[config.mk]
export PLATFORM = sky130hd
export DESIGN_NAME = pyc_upsizer
export DESIGN_NICKNAME = d
export VERILOG_FILES = /design/src/rtl/pyc_upsizer_pkg.sv /design/src/rtl/pyc_upsizer.sv
export SDC_FILE = /design/constraint.sdc
export NUM_CORES = 1
export LEC_CHECK = 0
export ABC_AREA = 1
export ABC_CLOCK_PERIOD_IN_PS = 1460
export CAP_MARGIN = 10
export CORE_AREA = 3 3 88 90
export DETAILED_ROUTE_END_ITERATION = 10
export DIE_AREA = 0 0 91 93
export PLACE_DENSITY = 0.77
export SYNTH_ARGS = -nofsm -noshare
export SYNTH_HDL_FRONTEND = slang
export SYNTH_SLANG_ARGS = --single-unit
[constraint.sdc]
create_clock -name clk -period 1.46 [get_ports clk]
set_input_delay 0.292 -clock clk [delete_from_list [all_inputs] [get_ports clk]]
set_output_delay 0.292 -clock clk [all_outputs]
set_load 0.03 [all_outputs]
[src/rtl/pyc_upsizer_pkg.sv]
// Shared helpers for the width upsizer: ceiling log2 and lane-index width derivation.
package pyc_upsizer_pkg;

  function automatic int unsigned pyc_clog2(input int unsigned v);
    int unsigned r;
    r = 0;
    for (int unsigned i = 0; i < 32; i++) begin
      if ((64'd1 << i) < 64'(v)) r = i + 1;
    end
    return r;
  endfunction

  // Lane index is at least one bit wide so RATIO=1 still has a legal counter.
  function automatic int unsigned pyc_idx_w(input int unsigned ratio);
    return (ratio <= 1) ? 1 : pyc_clog2(ratio);
  endfunction

endpackage

[src/rtl/pyc_upsizer.sv]
// Ready/valid width upsizer: packs RATIO narrow beats into one wide word, with in_last
// flushing a partial word (marked by out_keep/out_last).
module pyc_upsizer
  import pyc_upsizer_pkg::*;
#(
  parameter int unsigned IN_W  = 8,
  parameter int unsigned RATIO = 4
) (
  input  logic                  clk,
  input  logic                  rst,
  input  logic                  in_valid,
  output logic                  in_ready,
  input  logic [IN_W-1:0]       in_data,
  input  logic                  in_last,
  output logic                  out_valid,
  input  logic                  out_ready,
  output logic [IN_W*RATIO-1:0] out_data,
  output logic [RATIO-1:0]      out_keep,
  output logic                  out_last
);

  localparam int unsigned IDX_W = pyc_idx_w(RATIO);
  localparam int unsigned OUT_W = IN_W * RATIO;
  localparam logic [IDX_W-1:0] LAST_IDX = IDX_W'(RATIO - 1);

  logic [IDX_W-1:0] r_idx;
  logic [OUT_W-1:0] r_acc;
  logic [RATIO-1:0] r_keep;
  logic             r_out_valid;
  logic [OUT_W-1:0] r_out_data;
  logic [RATIO-1:0] r_out_keep;
  logic             r_out_last;

  logic             w_accept;
  logic             w_complete;
  logic             w_pop;
  logic [OUT_W-1:0] w_acc_ins;
  logic [RATIO-1:0] w_keep_ins;

  assign in_ready   = !rst && (!r_out_valid || out_ready);
  assign w_accept   = in_valid && in_ready;
  assign w_complete = w_accept && ((r_idx == LAST_IDX) || in_last);
  assign w_pop      = r_out_valid && out_ready;

  // Accumulator and keep mask with the current beat dropped into lane r_idx.
  always_comb begin
    w_acc_ins  = r_acc;
    w_keep_ins = r_keep;
    for (int unsigned k = 0; k < RATIO; k++) begin
      if (r_idx == IDX_W'(k)) begin
        w_acc_ins[k*IN_W +: IN_W] = in_data;
        w_keep_ins[k]             = 1'b1;
      end
    end
  end

  always_ff @(posedge clk) begin
    if (rst) begin
      r_idx       <= '0;
      r_acc       <= '0;
      r_keep      <= '0;
      r_out_valid <= 1'b0;
      r_out_data  <= '0;
      r_out_keep  <= '0;
      r_out_last  <= 1'b0;
    end else if (w_complete) begin
      // A completing beat replaces any word being popped this cycle.
      r_idx       <= '0;
      r_acc       <= '0;
      r_keep      <= '0;
      r_out_valid <= 1'b1;
      r_out_data  <= w_acc_ins;
      r_out_keep  <= w_keep_ins;
      r_out_last  <= in_last;
    end else begin
      if (w_accept) begin
        r_idx  <= r_idx + IDX_W'(1);
        r_acc  <= w_acc_ins;
        r_keep <= w_keep_ins;
      end
      if (w_pop) begin
        r_out_valid <= 1'b0;
      end
    end
  end

  assign out_valid = r_out_valid;
  assign out_data  = r_out_data;
  assign out_keep  = r_out_keep;
  assign out_last  = r_out_last;

endmodule
==> run summary, run 1 <==
The clock latency on the worst-skew pair is 0.35 ns. The post-route non-filler standard cell count is 682. The share of the yosys chip area belonging to registers is 0.453. The final-report hold violation count is 0.

The largest single stage delay on the critical path is 0.39 ns. The chip width is 91 µm. The worst setup path startpoint is out_valid$_SDFFE_PP0P_. The highest attainable clock frequency came out at 705 MHz. The flow ran to the end, and the final reports show no timing, DRC or antenna violations. The final routed wire length divided by cell count is between 10 and 15 µm. The leakage power summed over all cells is 2.39 nW.

The number of antenna cells inserted came out at 0. The wire length of the first global-routing pass is 13.8 mm. The detailed-router iteration count before antenna repair is 5.

The number of buffers on the longest clock path came out at 2. The TritonCTS clock tree is done. The number of antenna violations at the first check in global routing came to 0.

The weighted congestion reported at the end of routability-driven placement came out at 0.878. The maximum fanout along the worst path came out at 3. The pin slew with the least headroom to its limit came out at 0.316 ns. The internal power came out at 3.20 mW.

The post-placement worst setup slack came out at -0.249 ns. The number of cell rows came out at 31. The maximum number of pins on one net before global-route repair is 45. The number of clock sinks seen by CTS came out at 76. dfxtp_1 takes more of the synthesized area than any other cell.

The area of the mapped netlist is 0.00336 mm². The part of the cycle the worst path needs is 0.972. The number of synthesized flops with an enable pin came out at 0. The final route contains 3212 vias. The number of different library cells in the post-synthesis netlist is 19. The switching power summed over all nets came out at 1.12 mW. The kind of cell adding the most delay to the critical path is flip-flops. The share of flip-flops with an asynchronous set or reset came out at 0. The cell with the most instances after synthesis is nand2_1. The overall die height is 93 µm. The clock-pin slew reported for the worst setup and hold paths after clock tree synthesis is 0.07 ns. Dividing the synthesized area by the synthesized cell count gives about 6.5 µm². The share of total power dissipated in the clock network is 0.378. The total I/O pin count came out at 52. The power after layout came out at ~4.3 mW.

The smallest clock period supported by the final layout is computed as 1.42 ns. The number of placed instances with taps included came out at roughly 660. The total power per unit cell area is 1000 mW/mm². The type of element capturing the critical path is a primary output. The share of the synthesized area in the top cell type is 0.453. The overall global routing resource usage is 0.207. The share of total power dissipated in sequential elements is 0.498.

The met2 track demand over resource in global routing is 0.351. Setup violations remaining at the end of the flow were counted as 0. After the first detailed-routing iteration, the DRC count stood at between 150 and 200. The setup skew after layout is 0.0101 ns.

In the synthesized netlist the dominant register cell turns out to be dfxtp_1. The area growth from synthesis to layout is 28.3%. The sum of negative setup slack came out at 0 ns.

The routing usage on met3 came out at 0.0354. The estimated wirelength of the detail-placed design is approximately 5.4 mm. The register-to-register setup slack is 0.08 ns. The total DRC errors in the routed layout is 0. The post-synthesis register bit count is 76. After global routing the overflow that remains totals 0.

The starting density of the core came out at 0.471. The max-capacitance violation count came out at 0. The count of input and output buffers came out at between 50 and 60. The number of buffers and inverters on the critical path is 1. Hold timing on the final database bottoms out at a slack of 0.441 ns. met2 is the most crowded layer. The worst slew slack as a fraction of its limit came out at 0.789. The critical path is of the flip-flop to primary output type. The number of global-route vias before repair is between 3000 and 4000.

The via-per-instance ratio is approximately 4.7. The share of total power dissipated in combinational logic is 0.125. The endpoint required time on the critical path is 1.17 ns. Yosys attributes the largest share of cell area to dfxtp_1 (45%), nand2_1 (28%), inv_1 (7.0%). The buffer type at the clock tree root is clkbuf_8. The post-synth net total came out at 535. The worst setup path is launched from a flip-flop. The worst register-to-register path ends at r_acc[9]$_SDFFE_PP0P_. The arrival time of data at the critical path endpoint came out at approximately 1.1 ns. The cts-stage hold buffer count came out at 0. The overall die area came out at 0.00846 mm².

The most critical setup path has its endpoint at out_valid. In the post-route analysis, the smallest setup slack over all paths is 0.0407 ns. The share of final-layout standard cells stronger than drive strength 1 is 0.0926. By count the netlist is led by nand2_1 (247), dfxtp_1 (76), inv_1 (63). The number of nets in the layout came out at 595.

For the worst flop-to-flop path, the logic depth is 7. The startpoint identified for the worst register-to-register timing path is r_idx[0]$_SDFFE_PP0P_. The number of buffers added by the clock tree synthesis step came out at 9. Traced cell by cell, the critical path runs through clkdlybuf4s15_1.

The area of the placeable core is 0.00714 mm². The total routed wirelength is around 8.3 mm. Once detail routing completed, the nets flagged for antenna violations numbered 0. The total count of max-transition violations in the final report is 0. The fraction of power spent switching nets is 0.259. The maximum resistive drop on vdd is 0.487 mV. The post-synthesis cell count is 518. The worst hold path belongs to the class flip-flop to flip-flop. The slowest stage of the critical path belongs to the cell dfxtp_1. The cell count along the critical path came out at 1. The Yosys step of the flow raised 0 warnings. The met1 track demand over resource is 0.246. The deepest level of the CTS H-tree is 3.
-- sequential cells by signal, summed over array words and instances, names as in the netlist --
name and flops:
out_data 32, r_idx 2, out_keep 4, out_valid 1, out_last 1, r_keep 4
r_acc 32
-- area by class of cell --
class	instances	area [µm²]
multi-input combinational	348	1460
clock inverter	4	47.5
timing repair buffer	78	751
clock buffer	12	155
inverter	65	245
sequential	76	1520
tap	99	124
fill	702	2830
-- repair_timing --
item | 4_1_cts | 5_1_grt
endpoints found under the setup margin | 53 | 72
pin swaps | 1 | 0
gates cloned | 0 | 1
buffers inserted | 1 | 0
resized for setup | 48 | 16
-- cell usage in the layout, fill, tap and decap left out --
cell             count
nand2_1            247
nor2_4               2
inv_2                2
buf_12               5
nor2_1              24
buf_6                2
clkinv_2             3
dlygate4sd2_1       38
nand4_1              2
a21oi_1              7
ha_1                 3
nor2_2               1
bufinv_16            1
clkbuf_1             1
nand3_1             31
o21ai_0             12
xor2_1               1
dfxtp_1             74
a21oi_2              1
inv_1               62
ha_2                 1
nand3_2              1
clkbuf_8            11
clkdlybuf4s50_1     10
clkbuf_16            1
clkdlybuf4s15_1      2
clkinvlp_4           1
dfxtp_2              2
buf_4               20
o21ai_1             15
-- kinds of logic after synthesis --
logic type / synth area share
adders and majority gates: 0.0149
DFF: 0.453
AOI/OAI and AO/OA: 0.0521
buffers and inverters: 0.114
xor gates and xnor gates: 0.00261
and+or+nand+nor: 0.364
-- stage by stage --
step / util / instance area, µm²
global placement: 0.575 / 4110
floorplan: - / 3360
CTS: 0.599 / 4280
finish: 0.604 / 4310
detailed placement: 0.575 / 4110
global route: 0.604 / 4310
-- power groups by stage --
stage	sequential, mW	combinational [mW]	clock (mW)
after global routing	2.15	0.591	1.76
final	2.15	0.538	1.63
after detailed placement	2.20	0.537	0
after global placement	2.19	0.530	0
after CTS	2.15	0.527	1.66
after floorplan	2.25	0.257	0
-- routing by layer --
metal	wire length (µm)	vias to the layer above	share of wire
li1	-	1665	-
met1	3460	1429	0.41
met2	4150	96	0.50
met3	444	22	0.053
met4	292	0	0.035
met5	0	-	0
-- worst min path at each step --
stage | startpoint | to | slack (ns) | cells after the start
after detailed placement | out_data[8]$_SDFFE_PP0P_ | out_data[8]$_SDFFE_PP0P_ | 0.43 | 2
after global routing | out_data[29]$_SDFFE_PP0P_ | out_data[29]$_SDFFE_PP0P_ | 0.46 | 2
after floorplan | rst | out_last$_SDFFE_PP0P_ | 0.36 | 1
after global placement | out_data[11]$_SDFFE_PP0P_ | out_data[11]$_SDFFE_PP0P_ | 0.43 | 2
after CTS | out_data[1]$_SDFFE_PP0P_ | out_data[1]$_SDFFE_PP0P_ | 0.45 | 2
final | out_data[8]$_SDFFE_PP0P_ | out_data[8]$_SDFFE_PP0P_ | 0.44 | 2
Note: power is estimated with default switching activity, not from simulation.
==> inputs of run 2 (changes only) <==
Settings changed: CAP_MARGIN 10 to unset.
==> results of run 2 <==
Final layout, timing and power as in run 1 (identical DEF).
